File: src/rtl/cnt_rate_pkg.sv
// Shared definitions for the count-rate meter: default widths and FSM states.
package cnt_rate_pkg;

  localparam int unsigned W_DEF     = 8;
  localparam int unsigned ACC_W_DEF = 32;
  localparam int unsigned WIN_W_DEF = 16;
  localparam int unsigned DROP_W    = 8;

  typedef enum logic [1:0] {
    IDLE  = 2'd0,
    PRIME = 2'd1,
    RUN   = 2'd2
  } state_t;

endpackage

File: src/rtl/cnt_delta_step.sv
// Per-cycle increment of a wrap-around count.
// Ports:
//   clk, rst_n : clock, async active-low reset
//   cnt_in     : free-running count, synchronous to clk
//   mask       : force the delta to zero (not counting, or priming)
//   delta_c    : (cnt_in - previous cnt_in) mod 2^W, zero-extended to ACC_W
module cnt_delta_step
  import cnt_rate_pkg::*;
#(
  parameter int unsigned W     = W_DEF,
  parameter int unsigned ACC_W = ACC_W_DEF
) (
  input  logic             clk,
  input  logic             rst_n,
  input  logic [W-1:0]     cnt_in,
  input  logic             mask,
  output logic [ACC_W-1:0] delta_c
);

  logic [W-1:0] prev;
  logic [W-1:0] diff_c;

  // Previous sample, taken every cycle regardless of mode
  always_ff @(posedge clk or negedge rst_n) begin
    if (!rst_n) begin
      prev <= '0;
    end else begin
      prev <= cnt_in;
    end
  end

  // Modulo subtraction handles the wrap; jumps of 2^W or more alias
  assign diff_c  = cnt_in - prev;
  assign delta_c = mask ? '0 : ACC_W'(diff_c);

endmodule

File: src/rtl/cnt_rate_meter.sv
// Windowed rate meter for a wrap-around count: accumulates count increments
// over programmable windows, hands each window result to a consumer through a
// single holding register, and keeps a running total.
// Ports:
//   clk, rst_n      : clock, async active-low reset
//   en              : measurement enable
//   cnt_in          : free-running count (W bits)
//   win_len         : window length in cycles, 0 behaves as 1
//   m_valid/m_ready : result handshake
//   m_count, m_ovf  : last closed window's increment count and saturation flag
//   total           : running sum of counted increments (wraps)
//   drop_cnt        : results lost to backpressure (saturating)
module cnt_rate_meter
  import cnt_rate_pkg::*;
#(
  parameter int unsigned W     = W_DEF,
  parameter int unsigned ACC_W = ACC_W_DEF,
  parameter int unsigned WIN_W = WIN_W_DEF
) (
  input  logic              clk,
  input  logic              rst_n,
  input  logic              en,
  input  logic [W-1:0]      cnt_in,
  input  logic [WIN_W-1:0]  win_len,
  output logic              m_valid,
  input  logic              m_ready,
  output logic [ACC_W-1:0]  m_count,
  output logic              m_ovf,
  output logic [ACC_W-1:0]  total,
  output logic [DROP_W-1:0] drop_cnt
);

  state_t             state;
  state_t             state_nxt;
  logic [ACC_W-1:0]   acc;
  logic [WIN_W-1:0]   timer;
  logic               win_ovf;

  logic               run_c;
  logic               close_c;
  logic [ACC_W-1:0]   delta_c;
  logic [WIN_W-1:0]   win_reload_c;
  logic [ACC_W:0]     sum_c;
  logic               sat_c;
  logic [ACC_W-1:0]   acc_sat_c;

  // Counting happens only in RUN with enable still high
  assign run_c   = (state == RUN) && en;
  assign close_c = run_c && (timer == '0);

  cnt_delta_step #(
    .W     (W),
    .ACC_W (ACC_W)
  ) u_delta (
    .clk     (clk),
    .rst_n   (rst_n),
    .cnt_in  (cnt_in),
    .mask    (!run_c),
    .delta_c (delta_c)
  );

  // Timer counts win_len_eff-1 down to 0, so a window is win_len_eff RUN cycles
  assign win_reload_c = (win_len == '0) ? '0 : win_len - WIN_W'(1);

  // Saturating window accumulation
  assign sum_c     = {1'b0, acc} + {1'b0, delta_c};
  assign sat_c     = sum_c[ACC_W];
  assign acc_sat_c = sat_c ? '1 : sum_c[ACC_W-1:0];

  // State register
  always_ff @(posedge clk or negedge rst_n) begin
    if (!rst_n) begin
      state <= IDLE;
    end else begin
      state <= state_nxt;
    end
  end

  // Next-state logic; dropping en from PRIME or RUN abandons the window
  always_comb begin
    state_nxt = state;
    case (state)
      IDLE:    state_nxt = en ? PRIME : IDLE;
      PRIME:   state_nxt = en ? RUN : IDLE;
      RUN:     state_nxt = en ? RUN : IDLE;
      default: state_nxt = IDLE;
    endcase
  end

  // Window accumulator, window timer and running total
  always_ff @(posedge clk or negedge rst_n) begin
    if (!rst_n) begin
      acc     <= '0;
      timer   <= '0;
      win_ovf <= 1'b0;
      total   <= '0;
    end else if (state == PRIME) begin
      acc     <= '0;
      win_ovf <= 1'b0;
      timer   <= win_reload_c;
    end else if (run_c) begin
      total <= total + delta_c;
      if (timer == '0) begin
        // Next window starts immediately with the current win_len
        acc     <= '0;
        win_ovf <= 1'b0;
        timer   <= win_reload_c;
      end else begin
        acc     <= acc_sat_c;
        win_ovf <= win_ovf | sat_c;
        timer   <= timer - WIN_W'(1);
      end
    end
  end

  // Single-entry result holder; a close can only land if the slot is free
  // or being emptied in the same cycle, otherwise the new result is dropped
  always_ff @(posedge clk or negedge rst_n) begin
    if (!rst_n) begin
      m_valid  <= 1'b0;
      m_count  <= '0;
      m_ovf    <= 1'b0;
      drop_cnt <= '0;
    end else if (close_c) begin
      if (!m_valid || m_ready) begin
        m_valid <= 1'b1;
        m_count <= acc_sat_c;
        m_ovf   <= win_ovf | sat_c;
      end else if (drop_cnt != '1) begin
        drop_cnt <= drop_cnt + DROP_W'(1);
      end
    end else if (m_valid && m_ready) begin
      m_valid <= 1'b0;
    end
  end

endmodule

File: config.mk
export PLATFORM = sky130hd
export DESIGN_NAME = cnt_rate_meter
export DESIGN_NICKNAME = d
export VERILOG_FILES = /design/src/rtl/cnt_rate_pkg.sv /design/src/rtl/cnt_delta_step.sv /design/src/rtl/cnt_rate_meter.sv
export SDC_FILE = /design/constraint.sdc
export NUM_CORES = 1
export LEC_CHECK = 0
export CELL_PAD_IN_SITES_DETAIL_PLACEMENT = 0
export CELL_PAD_IN_SITES_GLOBAL_PLACEMENT = 1
export CORE_MARGIN = 2
export CORE_UTILIZATION = 39
export DETAILED_ROUTE_END_ITERATION = 10
export PLACE_DENSITY = 0.89
export SYNTH_ARGS = -nofsm -noshare
export SYNTH_HDL_FRONTEND = slang
export SYNTH_SLANG_ARGS = --single-unit
File: constraint.sdc
create_clock -name clk -period 3.3 [get_ports clk]
set_clock_uncertainty 0.05 [all_clocks]
set_input_delay 0.825 -clock clk [delete_from_list [all_inputs] [get_ports clk]]
set_output_delay 0.825 -clock clk [all_outputs]
set_load 0.05 [all_outputs]
### Word-level counts from Yosys, hierarchy flattened

Cells that the tools add are included.

| word-level totals | value |
|---|---|
| word-level logic and storage cells | 56 |
| bits in registers | 133 |
| input port bits | 28 |

| cells by class | value |
|---|---|
| reduce and logical (&&, ||, !) cells | 15 |
| bitwise logic cells | 3 |
| add/sub/neg operators | 6 |
| mux-type cells | 18 |
| eq/ne operators | 4 |

Operators by type and width:

| kind | count |
|---|---|
| 2-to-1 mux 32 bit | 4 |
| 2-to-1 mux 16 bit | 4 |
| adder 32 x 32 -> 33 bit | 1 |
| adder 32 bit | 1 |
| logical NOT 16 bit | 2 |
| subtractor 16 x 1 -> 16 bit (second input constant) | 2 |
| adder 8 x 1 -> 8 bit (second input constant) | 1 |
| 2-to-1 mux 8 bit | 1 |
| inequality test 8 bit (second input constant) | 1 |
| subtractor 8 bit | 1 |
| 2-to-1 mux 1 bit | 7 |
| AND reduction 2 bit | 3 |
| case mux 2 bit (2 select lines) | 1 |
| nonzero test 2 bit | 2 |
| logical AND 1 bit | 3 |
| AND reduction 3 bit | 1 |
| == test 2 x 1 -> 1 bit (second input constant) | 1 |
| == test 2 bit (second input constant) | 1 |
| logical NOT 2 bit | 1 |
| 2-to-1 mux 2 bit | 1 |
| inequality test 2 x 1 -> 1 bit (second input constant) | 1 |
| inverter 1 bit | 2 |
| OR reduction 2 bit | 1 |
| logical NOT 1 bit | 1 |
| other kinds (2) | 2 |

### Logic depth before layout (Yosys ltp)

Gate-level depths: netlist of run 1.

| depth | value |
|---|---|
| depth in word-level cells | 8 |
| mapped depth | 19 |
| mapped depth without buffers | 18 |

### Modules after synthesis

A second synthesis of run 1 with hierarchy kept.

| unflattened totals | value |
|---|---|
| cells, all modules | 1,081 |
| area, all modules | 9,235.1 sq um |

Modules (own cells, without submodules):

| module | area an instance (sq um) | cells an instance | instances |
|---|---|---|---|
| cnt_rate_meter | 8,476.9 | 994 | 1 |
| cnt_delta_step | 758.2 | 87 | 1 |

### Worst setup path after synthesis of run 1

Ideal clock, no wire load.

| timing path | value |
|---|---|
| path kind | in2reg |
| start point | input port cnt_in[0] |
| end point | register total[23] |
| arrival time | 3,762 ps |
| path slack | -655 ps |
| stages | 16 |
| setup time | 143 ps |
| data required time | 3,107 ps |
| cell sequence | inv_1 > ha_1 > inv_1 > fa_1 > nand2_1 > inv_1 > ha_1 > a21o_1 > a21oi_1 > a21boi_0 > o31ai_1 > a31o_4 > or2_2 > clkbuf_1 > a41oi_1 > xnor2_1 |

| on the way | value |
|---|---|
| cells in the longest elaborated chain, start to end | 3 |

Ends and longest elaborated chain:

| what | line | source |
|---|---|---|
| start, declared | cnt_rate_meter.sv:23 | `input logic [W-1:0] cnt_in,` |
| subtractor 8 bit | cnt_delta_step.sv:33 | `assign diff_c = cnt_in - prev;` |
| 2-to-1 mux 8 bit | cnt_delta_step.sv:34 | `assign delta_c = mask ? '0 : ACC_W'(diff_c);` |
| adder 32 bit | cnt_rate_meter.sv:102 | `total <= total + delta_c;` |
| end signal, assigned | cnt_rate_meter.sv:102 |  |
| end, declared | cnt_rate_meter.sv:29 | `output logic [ACC_W-1:0] total,` |

Every way passes these cells.
A chain may end at the register's enable or synchronous reset.

### Final worst setup path of run 1

| timing path | value |
|---|---|
| start point | input port cnt_in[5] |
| end point | register m_count[31] |

| on the way | value |
|---|---|
| cells in the longest elaborated chain, start to end | 4 |

Ends and longest elaborated chain:

| what | line | source |
|---|---|---|
| subtractor 8 bit | cnt_delta_step.sv:33 |  |
| 2-to-1 mux 8 bit | cnt_delta_step.sv:34 |  |
| adder 32 x 32 -> 33 bit | cnt_rate_meter.sv:66 | `assign sum_c = {1'b0, acc} + {1'b0, delta_c};` |
| 2-to-1 mux 32 bit | cnt_rate_meter.sv:68 | `assign acc_sat_c = sat_c ? '1 : sum_c[ACC_W-1:0];` |
| end signal, assigned | cnt_rate_meter.sv:127 | `m_count <= acc_sat_c;` |
| end, declared | cnt_rate_meter.sv:27 | `output logic [ACC_W-1:0] m_count,` |

Every way passes these cells.

==> results of run 1 <==
==> registers in the layout (all words and copies together) (netlist names), 2 cells and up <==
register      flops
acc              32
drop_cnt          8
m_count          32
state             2
timer            16
total            32
u_delta.prev      8
==> synth_stat cells (all sizes together) (9+ instances only) <==
cell | instances | share of area (%)
clkbuf | 40 | 1.8
and2 | 10 | 0.77
o21ai | 78 | 4.9
dfrtp | 133 | 41
and3 | 24 | 1.9
nand4 | 13 | 1.0
a22o | 10 | 1.1
a21oi | 50 | 3.2
xor2 | 38 | 4.1
nor3 | 23 | 1.5
inv | 45 | 2.1
xnor2 | 38 | 4.2
a31oi | 30 | 2.3
ha | 24 | 3.7
a21o | 16 | 1.5
buf | 9 | 0.69
nor2 | 75 | 3.4
nand3 | 29 | 1.9
nand2 | 90 | 4.1
==> power by group through the flow <==
| stage | clock network [mW] | registers (mW) | logic (mW) |
|---|---|---|---|
| 2_1_floorplan | 0 | 2.08 | 0.856 |
| 3_3_place_gp | 0 | 2.00 | 1.52 |
| 3_5_place_dp | 0 | 2.00 | 1.54 |
| 4_1_cts | 2.16 | 1.98 | 1.62 |
| 5_1_grt | 2.24 | 2.01 | 1.83 |
| 6_report | 2.14 | 1.98 | 1.69 |
==> worst paths after layout <==
check / end / cells after the start / from / slack, ns
worst min register to register: total[31] / 1 / total[31] / 0.43
worst max register to register: m_count[29] / 18 / u_delta.prev[1] / -0.26
worst min-delay path: timer[0] / 1 / rst_n / 0.33
max in group asynchronous: acc[19] / 2 / rst_n / 2.06
worst max-delay path: m_count[31] / 16 / cnt_in[5] / -0.35
min in group clk: total[31] / 1 / total[31] / 0.43
==> metrics by stage <==
step / utilization (%) / std cells / TNS [ns] / setup slack (ns)
3_3_place_gp: 51.9 / 1353 / -103.25 / -1.22
4_1_cts: 57.8 / 1400 / -37.81 / -0.519
6_report: 59.5 / 1402 / -21.89 / -0.355
5_1_grt: 59.5 / 1402 / -35.02 / -0.486
3_5_place_dp: 51.9 / 1353 / -109.78 / -1.28
2_1_floorplan: - / 911 / -33.93 / -0.455
==> cell families after synthesis <==
kind of cell / after synthesis
and+or+nand+nor: 308
AOI/OAI and AO/OA: 264
DFF: 133
buffers and inverters: 94
xor gates and xnor gates: 76
adders and majority gates: 32
muxes: 4
==> layout make-up <==
| class | instances | area share [%] |
|---|---|---|
| clock inverters | 11 | 1.63 |
| clock buffers | 20 | 3.76 |
| inverters | 45 | 1.51 |
| flip-flops and latches | 133 | 27.4 |
| repair buffers | 239 | 18.0 |
| multi-input cells | 684 | 44.9 |
| well taps | 270 | 2.78 |
==> routing by layer <==
| metal | share of wire, % | up-vias | global-route usage, % | wire length [um] |
|---|---|---|---|---|
| met2 | 49 | 176 | 35.9 | 11700 |
| met4 | 1.5 | 0 | 6.43 | 356 |
| met3 | 3.3 | 29 | 3.00 | 787 |
| met5 | 0 | - | 0 | 0 |
| li1 | - | 3692 | - | - |
| met1 | 46 | 3809 | 30.0 | 10900 |
==> timing repair <==
item	in CTS	in global routing
resized for setup	94	69
pin swaps	63	35
setup endpoints to repair	94	94
cloned	4	0
buffers inserted	14	9
==> impl_metrics.ini, run 1 <==
[synthesis]
synth_top_family_by_area = compound AO/OA/AOI/OAI gates
synthAdderAreaFrac_pct = 5.05
yosys.area_share.simple_pct = 18.3
muxShareOfSynthArea_pct = 0.521
ys_ff_latch = 133
synth.distinct_cells = 82
syn_area_per_cell_um2 = 8.97
synth-edff-count = 0
syn_nets = 966
seq_area_frac_synth_pct = 40.7
syn_inst = 911
synth-xor-area-share_pct = 8.24
async_flop_share_pct = 100
ys.flop_type = dfrtp_1
synth-compound-area-share_pct = 22.6
synth_area_mm2 = 0.00817
yosysWarningCount = 0

[run_status]
status = finished, violations left
violations = setup timing

[clock_network]
cts_buffers = 17
postCtsHoldBufs = 0
cts-root-buf = clkbuf_16
clk_latency_ns = 0.43
cts_tree = built
clk_pin_slew_ns = 0.06
clock_sinks = 133
clockBufferDepth = 2
h-tree-depth = 4

[timing]
max_clock_freq_ghz = 0.274
grt_setup_unrepaired = true
maxSlewHeadroom_pct = 56.3
timing.final.ws_setup_ns = -0.355
worst_slew_pin_slew_ns = 0.650
finalCriticalPeriod_ns = 3.65
setup_viol = 92
fin_crit_sh_pct = 111
slew_viol_final = 0
fin_hold_ws_ns = 0.330
hold_viol = 0

[global_routing]
grt_pass1_wl_mm = 39.0
gr-usage-all-layers_pct = 21.8
grt_pass1_vias = 7693
antenna_found_initial = 0
grt_overflow = 0
grt_max_degree = 68

[floorplan]
start_util_pct = 40.0
dieArea_mm2 = 0.0221
num_rows = 52
die_h_um = 149
io_pins = 102
core_mm2 = 0.0204
die_w_um = 149

[detailed_routing]
wl_per_cell_um = 16.9
via_per_inst = 5.50
routed_wl_mm = 23.8
remaining_drc_errors = 0
vias = 7706
drtPass1Iterations = 6
drt_iter0_drc = 470
final_antenna_net_count = 0

[power]
pwr-share-clk_pct = 36.9
seq_power_share_pct = 34.1
power_per_cell_area_mw_per_mm2 = 478
ir_worst_vdd_v = 0.000443
power_switching_mw = 1.92
power_mw = 5.81
power.leakage_nw = 5.17
p_int_mw = 3.90
power_frac_comb_pct = 29.0
swShare_pct = 32.9

[setup_path]
cp_slowest_stage_delay_ns = 0.43
crit_arrival_ns = 3.90
required_ns = 3.55
crit_chain = clkdlybuf4s50_1, ha_1, buf_4, a21oi_2, xor2_1, nor2_1, ha_1, buf_4, nand3_2, nor3_2, o22ai_2, nand3_4, and3b_2, buf_6, o32ai_2, a31oi_1
path_delay_family = buffers and inverters
critPathKind = input port to flop
cp_max_fo = 7
slowest_stage = clkdlybuf4s50_1
end_kind = flop
start_kind = input port
path_buf_inv = 4

[finish]
diodes = 0
multi_input_area_mm2 = 0.00546
area_delta_synth_final_pct = 48.8
final_cell_mix = dfrtp_1 (133), buf_4 (115), clkdlybuf4s50_1 (94), nand2_1 (87), nor2_1 (63)
design_area_mm2 = 0.0122
final_nets = 1175
layout_commonest_cell = dfrtp_1
drive_above_1_share_pct = 30.7
ff_latch_area_mm2 = 0.00333
nFillCells = 1692

[worst_hold_path]
min_path_type = input port to async pin

[placement]
dp_hpwl_mm = 16.1
gp_congestion = 0.896
io_buffers = 101
dpl_cell_area_mm2 = 0.0106

[job]
maxCapViolCount = 0
Note: power is estimated with default switching activity, not from simulation.
==> inputs of run 2 (changes only) <==
==> config.mk (replaced) <==
export PLATFORM = sky130hd
export DESIGN_NAME = cnt_rate_meter
export DESIGN_NICKNAME = d
export VERILOG_FILES = /design/src/rtl/cnt_rate_pkg.sv /design/src/rtl/cnt_delta_step.sv /design/src/rtl/cnt_rate_meter.sv
export SDC_FILE = /design/constraint.sdc
export NUM_CORES = 1
export LEC_CHECK = 0
export CORE_MARGIN = 2
export CORE_UTILIZATION = 55
export DETAILED_ROUTE_END_ITERATION = 10
export GPL_TIMING_DRIVEN = 0
export PLACE_DENSITY = 0.91
export SYNTH_ARGS = -nofsm -noshare
export SYNTH_HDL_FRONTEND = slang
export SYNTH_SLANG_ARGS = --single-unit
==> constraint.sdc (replaced) <==
create_clock -name clk -period 3.8 [get_ports clk]
set_clock_uncertainty 0.05 [all_clocks]
set_input_delay 0.95 -clock clk [delete_from_list [all_inputs] [get_ports clk]]
set_output_delay 0.95 -clock clk [all_outputs]
set_load 0.05 [all_outputs]
==> run 2 against run 1 <==
- cell area fell by 7.3%
- cell count decreased by 9.8%
- worst setup slack improved by 0.088 ns
- sequential power decreased by 13%
- routed wire length increased by 16%
- highest routed layer unchanged
- register-to-register slack better by 0.07 ns
- total power shrank 13%
- the flow still finishes with violations (setup timing)
- die area down 28%
==> impl_metrics.ini, run 2 (synthesis results as in run 1) <==
[run_status]
status = finished, violations left
violations = setup timing

[setup_path]
required_ns = 4.05
r2r_cells = 19
rrSetupSlack_ns = -0.19
cp_max_fo = 10
critPathKind = input port to flop
crit_chain = buf_8, ha_4, or2_4, o221a_4, o221a_4, o21ai_2, nand2b_1, xnor2_2, nor2_4, ha_4, o211ai_1, nor4_2, o22ai_2, nand3_4, buf_4, buf_8, a31oi_1, o21ai_0, o21ai_1
end_kind = flop
start_kind = input port
cp_slowest_stage_delay_ns = 0.34
slowest_stage = nor4_2
worstReg2RegEnd = acc[18]
crit_arrival_ns = 4.32
r2r-start = state[0]

[detailed_routing]
routed_wl_mm = 27.6
vias = 8499
remaining_drc_errors = 0
drtPass1Iterations = 8
final_antenna_net_count = 0
drt_iter0_drc = 1128
wl_per_cell_um = 21.9
via_per_inst = 6.72

[global_routing]
grt_overflow = 0
grt_pass1_vias = 7896
grt_max_degree = 83
grt_pass1_wl_mm = 39.2
gr-usage-all-layers_pct = 30.6
antenna_found_initial = 0

[clock_network]
clk_pin_slew_ns = 0.07
clockBufferDepth = 2
cts_tree = built
cts_buffers = 17
clock_sinks = 133
clk_latency_ns = 0.45
h-tree-depth = 4
cts-root-buf = clkbuf_16

[finish]
reg.largest.list = acc: 32 flops, m_count: 32 flops, total: 32 flops
drive_above_1_share_pct = 20.8
design_area_mm2 = 0.0113
final_nets = 1123
nFillCells = 838
final_cell_mix = dfrtp_1 (133), clkdlybuf4s50_1 (93), nand2_1 (87), nor2_1 (67), o21ai_0 (43)
diodes = 0
layout_commonest_cell = dfrtp_1
area_delta_synth_final_pct = 37.9

[timing]
timing.final.ws_setup_ns = -0.266
maxSlewHeadroom_pct = 38.3
setup_tns_ns = -7.05
max_clock_freq_ghz = 0.246
finalCriticalPeriod_ns = 4.07
setup_viol = 64
worst_slew_pin_slew_ns = 0.926
slew_viol_final = 0
fin_crit_sh_pct = 107
grt_setup_unrepaired = true
hold_viol = 0

[power]
seq_power_share_pct = 34.2
power_frac_comb_pct = 28.2
power_switching_mw = 1.74
ir_worst_vdd_v = 0.000376
swShare_pct = 34.5
power.leakage_nw = 4.77
power_per_cell_area_mw_per_mm2 = 447
p_int_mw = 3.30
pwr-share-clk_pct = 37.7
power_mw = 5.04

[job]
maxCapViolCount = 0

[floorplan]
die_h_um = 126
io_pins = 102
die_w_um = 126
dieArea_mm2 = 0.0159
num_rows = 44
core_mm2 = 0.0145
start_util_pct = 56.2

[worst_hold_path]
min_path_type = input port to async pin

[placement]
gp_congestion = 0.912
dpl_cell_area_mm2 = 0.00971
io_buffers = 101
dp_hpwl_mm = 16.0
pre_cts_slack_ns = -1.27
## run 2: changes by cell type in the layout (fill, tap and decap cells not counted), sizes merged
| cell | delta |
|---|---|
| buf | -88 |
| clkbuf | +36 |
| clkinvlp | +2 |
| clkdlybuf4s15 | +1 |
| clkdlybuf4s50 | -1 |
| clkinv | -1 |
| dlygate4sd2 | +1 |
| dlymetal6s2s | -1 |
| inv | -1 |
## run 2: worst max-delay path by stage
stage	start	end	slack, ns
after global placement	rst_n	m_count[26]	-3.50
final	cnt_in[1]	acc[18]	-0.27
after detailed placement	cnt_in[1]	acc[13]	-1.27
after global routing	cnt_in[1]	acc[18]	-0.36
after floorplan	cnt_in[0]	total[13]	-0.08
after CTS	cnt_in[0]	acc[13]	0.0003
## run 2: final cells by class
cell class              instances  area (um^2)  area share [%]
plain buffers                  45          270            2.40
clock buffers                  20          467            4.14
clock inverters                11          199            1.77
inverters                      45          184            1.63
multi-input cells             684         5160            45.8
flip-flops and latches        133         3330            29.5
well taps                     184          230            2.04
repair buffers                142         1430            12.7
## run 2: routing by layer
| metal | vias to the layer above | part of all wire, % | GRT usage (%) | wire length (um) |
|---|---|---|---|---|
| li1 | 3600 | - | - | - |
| met1 | 4030 | 35 | 38.3 | 9780 |
| met2 | 683 | 48 | 50.1 | 13200 |
| met3 | 186 | 11 | 6.54 | 3020 |
| met4 | 0 | 6.1 | 15.8 | 1690 |
| met5 | - | 0 | 0 | 0 |
## run 2: power groups by stage
stage	combinational, mW	clock, mW	sequential, mW
final	1.42	1.90	1.72
after global routing	1.51	1.95	1.73
after CTS	1.27	1.88	1.70
after detailed placement	1.20	0	1.73
after global placement	1.16	0	1.72
after floorplan	0.726	0	1.81
## run 2: worst max-delay path, delay by kind of cell
family / cells / cell delay (ns)
AO/OA/AOI/OAI: 8 / 1.41
XOR/XNOR: 1 / 0.23
adder cells (fa/ha/maj): 2 / 0.43
buffers and inverters: 3 / 0.36
AND/OR/NAND/NOR: 5 / 0.93
## run 2: repair_timing
action,CTS,global route
setup endpoints to repair,93,87
pin swaps,17,40
hold buffers,0,0
buffers inserted,16,20
gates cloned,3,1
resized for setup,61,88
## run 2: per-stage QoR
stage	instances	util [%]	hold WS, ns
2_1_floorplan	911	-	0.404
3_3_place_gp	1196	66.6	0.411
3_5_place_dp	1197	66.8	0.421
4_1_cts	1244	73.7	0.432
5_1_grt	1264	77.5	0.459
6_report	1264	77.5	0.410
